===== src/rtl/cpu_control_unit.sv =====
// Multi-cycle accumulator CPU control unit driving a 16x8 word memory with a combinational read port.
// 3 cycles per direct or register-reference instruction, 4 per indirect; no backpressure, memory never stalls.
module cpu_control_unit #(
    parameter logic [3:0] RESET_PC = 4'h0
) (
    input  logic       clk,
    input  logic       reset,
    output logic [3:0] mem_address,
    output logic       mem_read,
    output logic       mem_write,
    output logic [7:0] mem_wdata,
    input  logic [7:0] mem_rdata,
    output logic [7:0] ac,
    output logic       e,
    output logic [3:0] pc,
    output logic       halted
);

    localparam logic [2:0] S_FETCH    = 3'd0;
    localparam logic [2:0] S_DECODE   = 3'd1;
    localparam logic [2:0] S_INDIRECT = 3'd2;
    localparam logic [2:0] S_EXECUTE  = 3'd3;
    localparam logic [2:0] S_HALT     = 3'd4;

    localparam logic [2:0] OP_ADD = 3'b000;
    localparam logic [2:0] OP_AND = 3'b001;
    localparam logic [2:0] OP_STA = 3'b010;
    localparam logic [2:0] OP_BUN = 3'b011;
    localparam logic [2:0] OP_LDA = 3'b100;
    localparam logic [2:0] OP_SUB = 3'b101;
    localparam logic [2:0] OP_BZ  = 3'b110;
    localparam logic [2:0] OP_REG = 3'b111;

    logic [2:0] state;
    logic [7:0] ir;
    logic [3:0] ar;
    logic [2:0] opcode;
    logic       operand_read;
    logic [8:0] sum_add;
    logic [8:0] sum_sub;
    logic [8:0] sum_inc;

    assign opcode = ir[6:4];

    always_comb begin
        operand_read = (opcode == OP_ADD) || (opcode == OP_AND) ||
                       (opcode == OP_LDA) || (opcode == OP_SUB);
        sum_add = {1'b0, ac} + {1'b0, mem_rdata};
        sum_sub = {1'b0, ac} + {1'b0, ~mem_rdata} + 9'd1;
        sum_inc = {1'b0, ac} + 9'd1;
    end

    // Strobes are gated by reset so the memory is never touched while reset is held.
    always_comb begin
        mem_read    = 1'b0;
        mem_write   = 1'b0;
        mem_address = ar;
        mem_wdata   = ac;
        if (!reset) begin
            case (state)
                S_FETCH: begin
                    mem_read    = 1'b1;
                    mem_address = pc;
                end
                S_INDIRECT: mem_read = 1'b1;
                S_EXECUTE: begin
                    mem_read  = operand_read;
                    mem_write = (opcode == OP_STA);
                end
                default: ;
            endcase
        end
    end

    always_ff @(posedge clk) begin
        if (reset) begin
            state  <= S_FETCH;
            pc     <= RESET_PC;
            ac     <= 8'h00;
            e      <= 1'b0;
            ir     <= 8'h00;
            ar     <= 4'h0;
            halted <= 1'b0;
        end else begin
            case (state)
                S_FETCH: begin
                    ir    <= mem_rdata;
                    pc    <= pc + 4'd1;
                    state <= S_DECODE;
                end
                S_DECODE: begin
                    ar    <= ir[3:0];
                    state <= (ir[7] && (opcode != OP_REG)) ? S_INDIRECT : S_EXECUTE;
                end
                S_INDIRECT: begin
                    ar    <= mem_rdata[3:0];
                    state <= S_EXECUTE;
                end
                S_EXECUTE: begin
                    state <= S_FETCH;
                    case (opcode)
                        OP_ADD: {e, ac} <= sum_add;
                        OP_AND: ac <= ac & mem_rdata;
                        OP_STA: ;
                        OP_BUN: pc <= ar;
                        OP_LDA: ac <= mem_rdata;
                        OP_SUB: {e, ac} <= sum_sub;
                        OP_BZ:  if (ac == 8'h00) pc <= ar;
                        default: begin
                            // Register-reference group; unlisted micro-ops fall through as NOP.
                            case (ir[3:0])
                                4'h1: ac <= 8'h00;
                                4'h2: ac <= ~ac;
                                4'h3: {e, ac} <= sum_inc;
                                4'h4: e <= 1'b0;
                                4'hF: begin
                                    state  <= S_HALT;
                                    halted <= 1'b1;
                                end
                                default: ;
                            endcase
                        end
                    endcase
                end
                S_HALT: state <= S_HALT;
                default: state <= S_FETCH;
            endcase
        end
    end

endmodule


===== config.mk =====
export PLATFORM = sky130hd
export DESIGN_NAME = cpu_control_unit
export DESIGN_NICKNAME = d
export VERILOG_FILES = /design/src/rtl/cpu_control_unit.sv
export SDC_FILE = /design/constraint.sdc
export NUM_CORES = 1
export LEC_CHECK = 0
export CORE_MARGIN = 5
export CORE_UTILIZATION = 35
export DETAILED_ROUTE_END_ITERATION = 12
export MAX_ROUTING_LAYER = met4
export SLEW_MARGIN = 20
export SYNTH_ARGS = -nofsm -noshare
export SYNTH_HDL_FRONTEND = slang
export SYNTH_SLANG_ARGS = --single-unit

===== constraint.sdc =====
create_clock -name clk -period 5.1 [get_ports clk]
set_input_delay 0.51 -clock clk [delete_from_list [all_inputs] [get_ports clk]]
set_output_delay 0.51 -clock clk [all_outputs]
set_load 0.01 [all_outputs]

==> flow_summary_export.csv <==
group,metric,value,unit
critical_path,slowest_stage,"clkdlybuf4s50_1",
final_layout,final_area,0.00302,sq mm
synthesis,synth_top_area_cell,"dfxtp_1",
route,remaining_drc_errors,0,
synthesis,synth.most_common_cell,"nand2_1",
clock_network,cts.path.max_buffers,2,
clock_network,numCtsBuffers,5,
route,final_antenna_net_count,0,
synthesis,async_flop_share,0,%
critical_path,path_common_cell,"clkdlybuf4s50_1",
final_layout,drive_gt1_share,6.11,%
critical_path,crit_fanout,18,
critical_path,path_class,"in2out",
synthesis,synth_flop_cell,"dfxtp_1",
synthesis,synth.area.top_cells,"dfxtp_1 22%, ha_1 9.7%, nand2_1 6.1%",
global_routing,antenna_found_initial,0,
route,wl_per_cell,16.1,um
floorplan,rows,31,
critical_path,crit_path_max_incr_delay,0.70,ns
run,maxCapViolations,0,
route,vias_per_cell,5.55,
critical_path,path_cells,"clkdlybuf4s50_1 > buf_4 > nor4_1 > clkdlybuf4s50_1",
timing,slew_violations,0,
critical_path,critical_path_required,4.59,ns
clock_network,worst_skew_pair.late_latency,0.28,ns
floorplan,start_util,35.8,%
final_layout,nets,392,
synthesis,synth-edff-count,0,
synthesis,seq_area_frac_synth,22.5,%
final_layout,fillers,773,
floorplan,die_x,95.9,um
placement,gp_congestion,0.884,
critical_path,worstSetupStartpointType,"input pin",
critical_path,critPathCaptureType,"output pin",
route,drt-initial-drc-count,163,
placement,pre_cts_slack,1.88,ns
timing,tightest_slew,1.02,ns
synthesis,synth-seq-cells,29,
synthesis,synth_warnings,0,
synthesis,avgSynthCellArea,7.58,sq um
clock_network,tritoncts,"built",
synthesis,syn_area,0.00258,sq mm
worst_hold_path,hold_path_depth,2,
timing,tns,0,ns
worst_hold_path,hold_path_class,"reg2reg",
final_layout,antenna_cells,0,
clock_network,numClockSinks,29,
clock_network,cts-root-buf,"clkbuf_8",
floorplan,dieArea,0.00920,sq mm
timing,hold_viol,0,
status,status,"complete, no violations",
synthesis,synth_cells,341,
timing,setup_viol,0,
synthesis,syn_nets,373,
timing,rsz0062_at_grt,"false",
global_routing,grt_pass1_vias,2378,
final_layout,syn_to_final_growth,16.9,%
global_routing,grt_max_degree,31,
route,first_pass_iters,4,
floorplan,core_area,0.00721,sq mm
clock_network,path_clk_slew,0.06,ns
placement,hpwlAfterDp,5500,um
clock_network,cts_setup_buffers,0,
timing,finalClockSkew,0.00781,ns
synthesis,yosysTopAreaCellShare,22.5,%
pwr,max-vdd-ir-drop,0.000108,V
route,routed_wl,7370,um
final_layout,finalCoreUtilization,41.9,%
pwr,power_density,228,mW/mm^2
floorplan,floorplan.io_pins,38,
timing,max_freq,331,MHz
synthesis,synthTopCellsByCount,"42 x nand2_1, 33 x nor2_1, 31 x a21oi_1, 29 x dfxtp_1, 20 x ha_1",
floorplan,die_height,95.9,um
route,vias,2547,
timing,period_share,59.3,%
global_routing,grt_overflow_total,0,
synthesis,synthDistinctLibCells,58,
pwr,totalPowerFinal,0.689,mW
critical_path,rr_worst_depth,6,
clock_network,cts_resized,0,
placement,portBuffers,37,
timing,worst_slack,2.08,ns
placement,dpl_cell_area,0.00294,sq mm
timing,min_period,3.02,ns
critical_path,critPathArrivalTime,2.51,ns
clock_network,cts_hold_buffers,0,
global_routing,grt_pass1_wl,12300,um
timing,slew_headroom,31.4,%
clock_network,cts_max_level,2,
pwr,leakagePower,1.14,nW
global_routing,track_usage,17.3,%
==> through the flow <==
step	std cells	hold slack [ns]
2_1_floorplan	341	0.437
3_3_place_gp	452	0.462
3_5_place_dp	452	0.460
4_1_cts	459	0.468
5_1_grt	459	0.491
6_report	459	0.474
==> report_power, final <==
group | leakage (nW) | internal, mW | switching (mW)
Combinational | 0.857 | 0.102 | 0.126
Sequential | 0.237 | 0.242 | 0.0297
Clock | 0.0443 | 0.107 | 0.0827
==> cell type report <==
class                      count  area [sq um]  share of cell area [%]
multi-input combinational    266          1770                    58.6
tap                           99           124                    4.10
timing repair buffer          40           393                    13.0
inverter                      18          67.6                    2.24
clock buffer                   7          86.3                    2.86
sequential                    29           581                    19.2
==> metal layers <==
layer | vias to the layer above | track usage (%) | routed length, um
met5 | - | - | 0
met4 | 0 | 4.86 | 85
met3 | 9 | 2.42 | 484
met2 | 85 | 24.8 | 3200
met1 | 1195 | 25.2 | 3600
li1 | 1258 | - | -
==> worst max-delay path, delay by kind of cell <==
| kind | cells | cell delay (ns) |
|---|---|---|
| buffers and inverters | 3 | 1.66 |
| AND/OR/NAND/NOR | 1 | 0.33 |
==> sequential cells by signal (all words and copies together) (netlist names) <==
signal	count
pc	4
ac	8
e	1
ir	8
halted	1
ar	4
state	3
==> worst paths after layout <==
check,startpoint,to,slack (ns)
max reg2reg,ir[4],ac[4],2.43
min reg2reg,ir[7],ir[7],0.47
min,ir[7],ir[7],0.47
max,reset,mem_write,2.08
==> layout by cell type, fill, tap and decap left out, drive strengths merged, types with 6 or more instances in the layout <==
cell type | synthesis | final
a211oi | 7 | 7
dfxtp | 29 | 29
nand2 | 42 | 42
clkdlybuf4s50 | 0 | 37
a21oi | 31 | 31
a22oi | 6 | 6
ha | 20 | 20
nand3 | 6 | 6
inv | 18 | 18
nor2 | 33 | 33
a221oi | 6 | 6
nor2b | 6 | 6
o21ai | 13 | 13
nor3 | 12 | 12
a311oi | 6 | 6
nand2b | 6 | 6
clkbuf | 15 | 7
==> kinds of logic (layout without fill, tap and decap cells) <==
group | after synthesis | after routing | synth area share, %
xor gates and xnor gates | 7 | 7 | 2.37
AOI/OAI and AO/OA | 98 | 98 | 26.6
and+or+nand+nor | 129 | 129 | 23.8
buffers and inverters | 46 | 65 | 9.00
muxes | 10 | 10 | 4.60
DFF | 29 | 29 | 22.5
adders and majority gates | 22 | 22 | 11.2
Power figures use the tool's default switching activity.
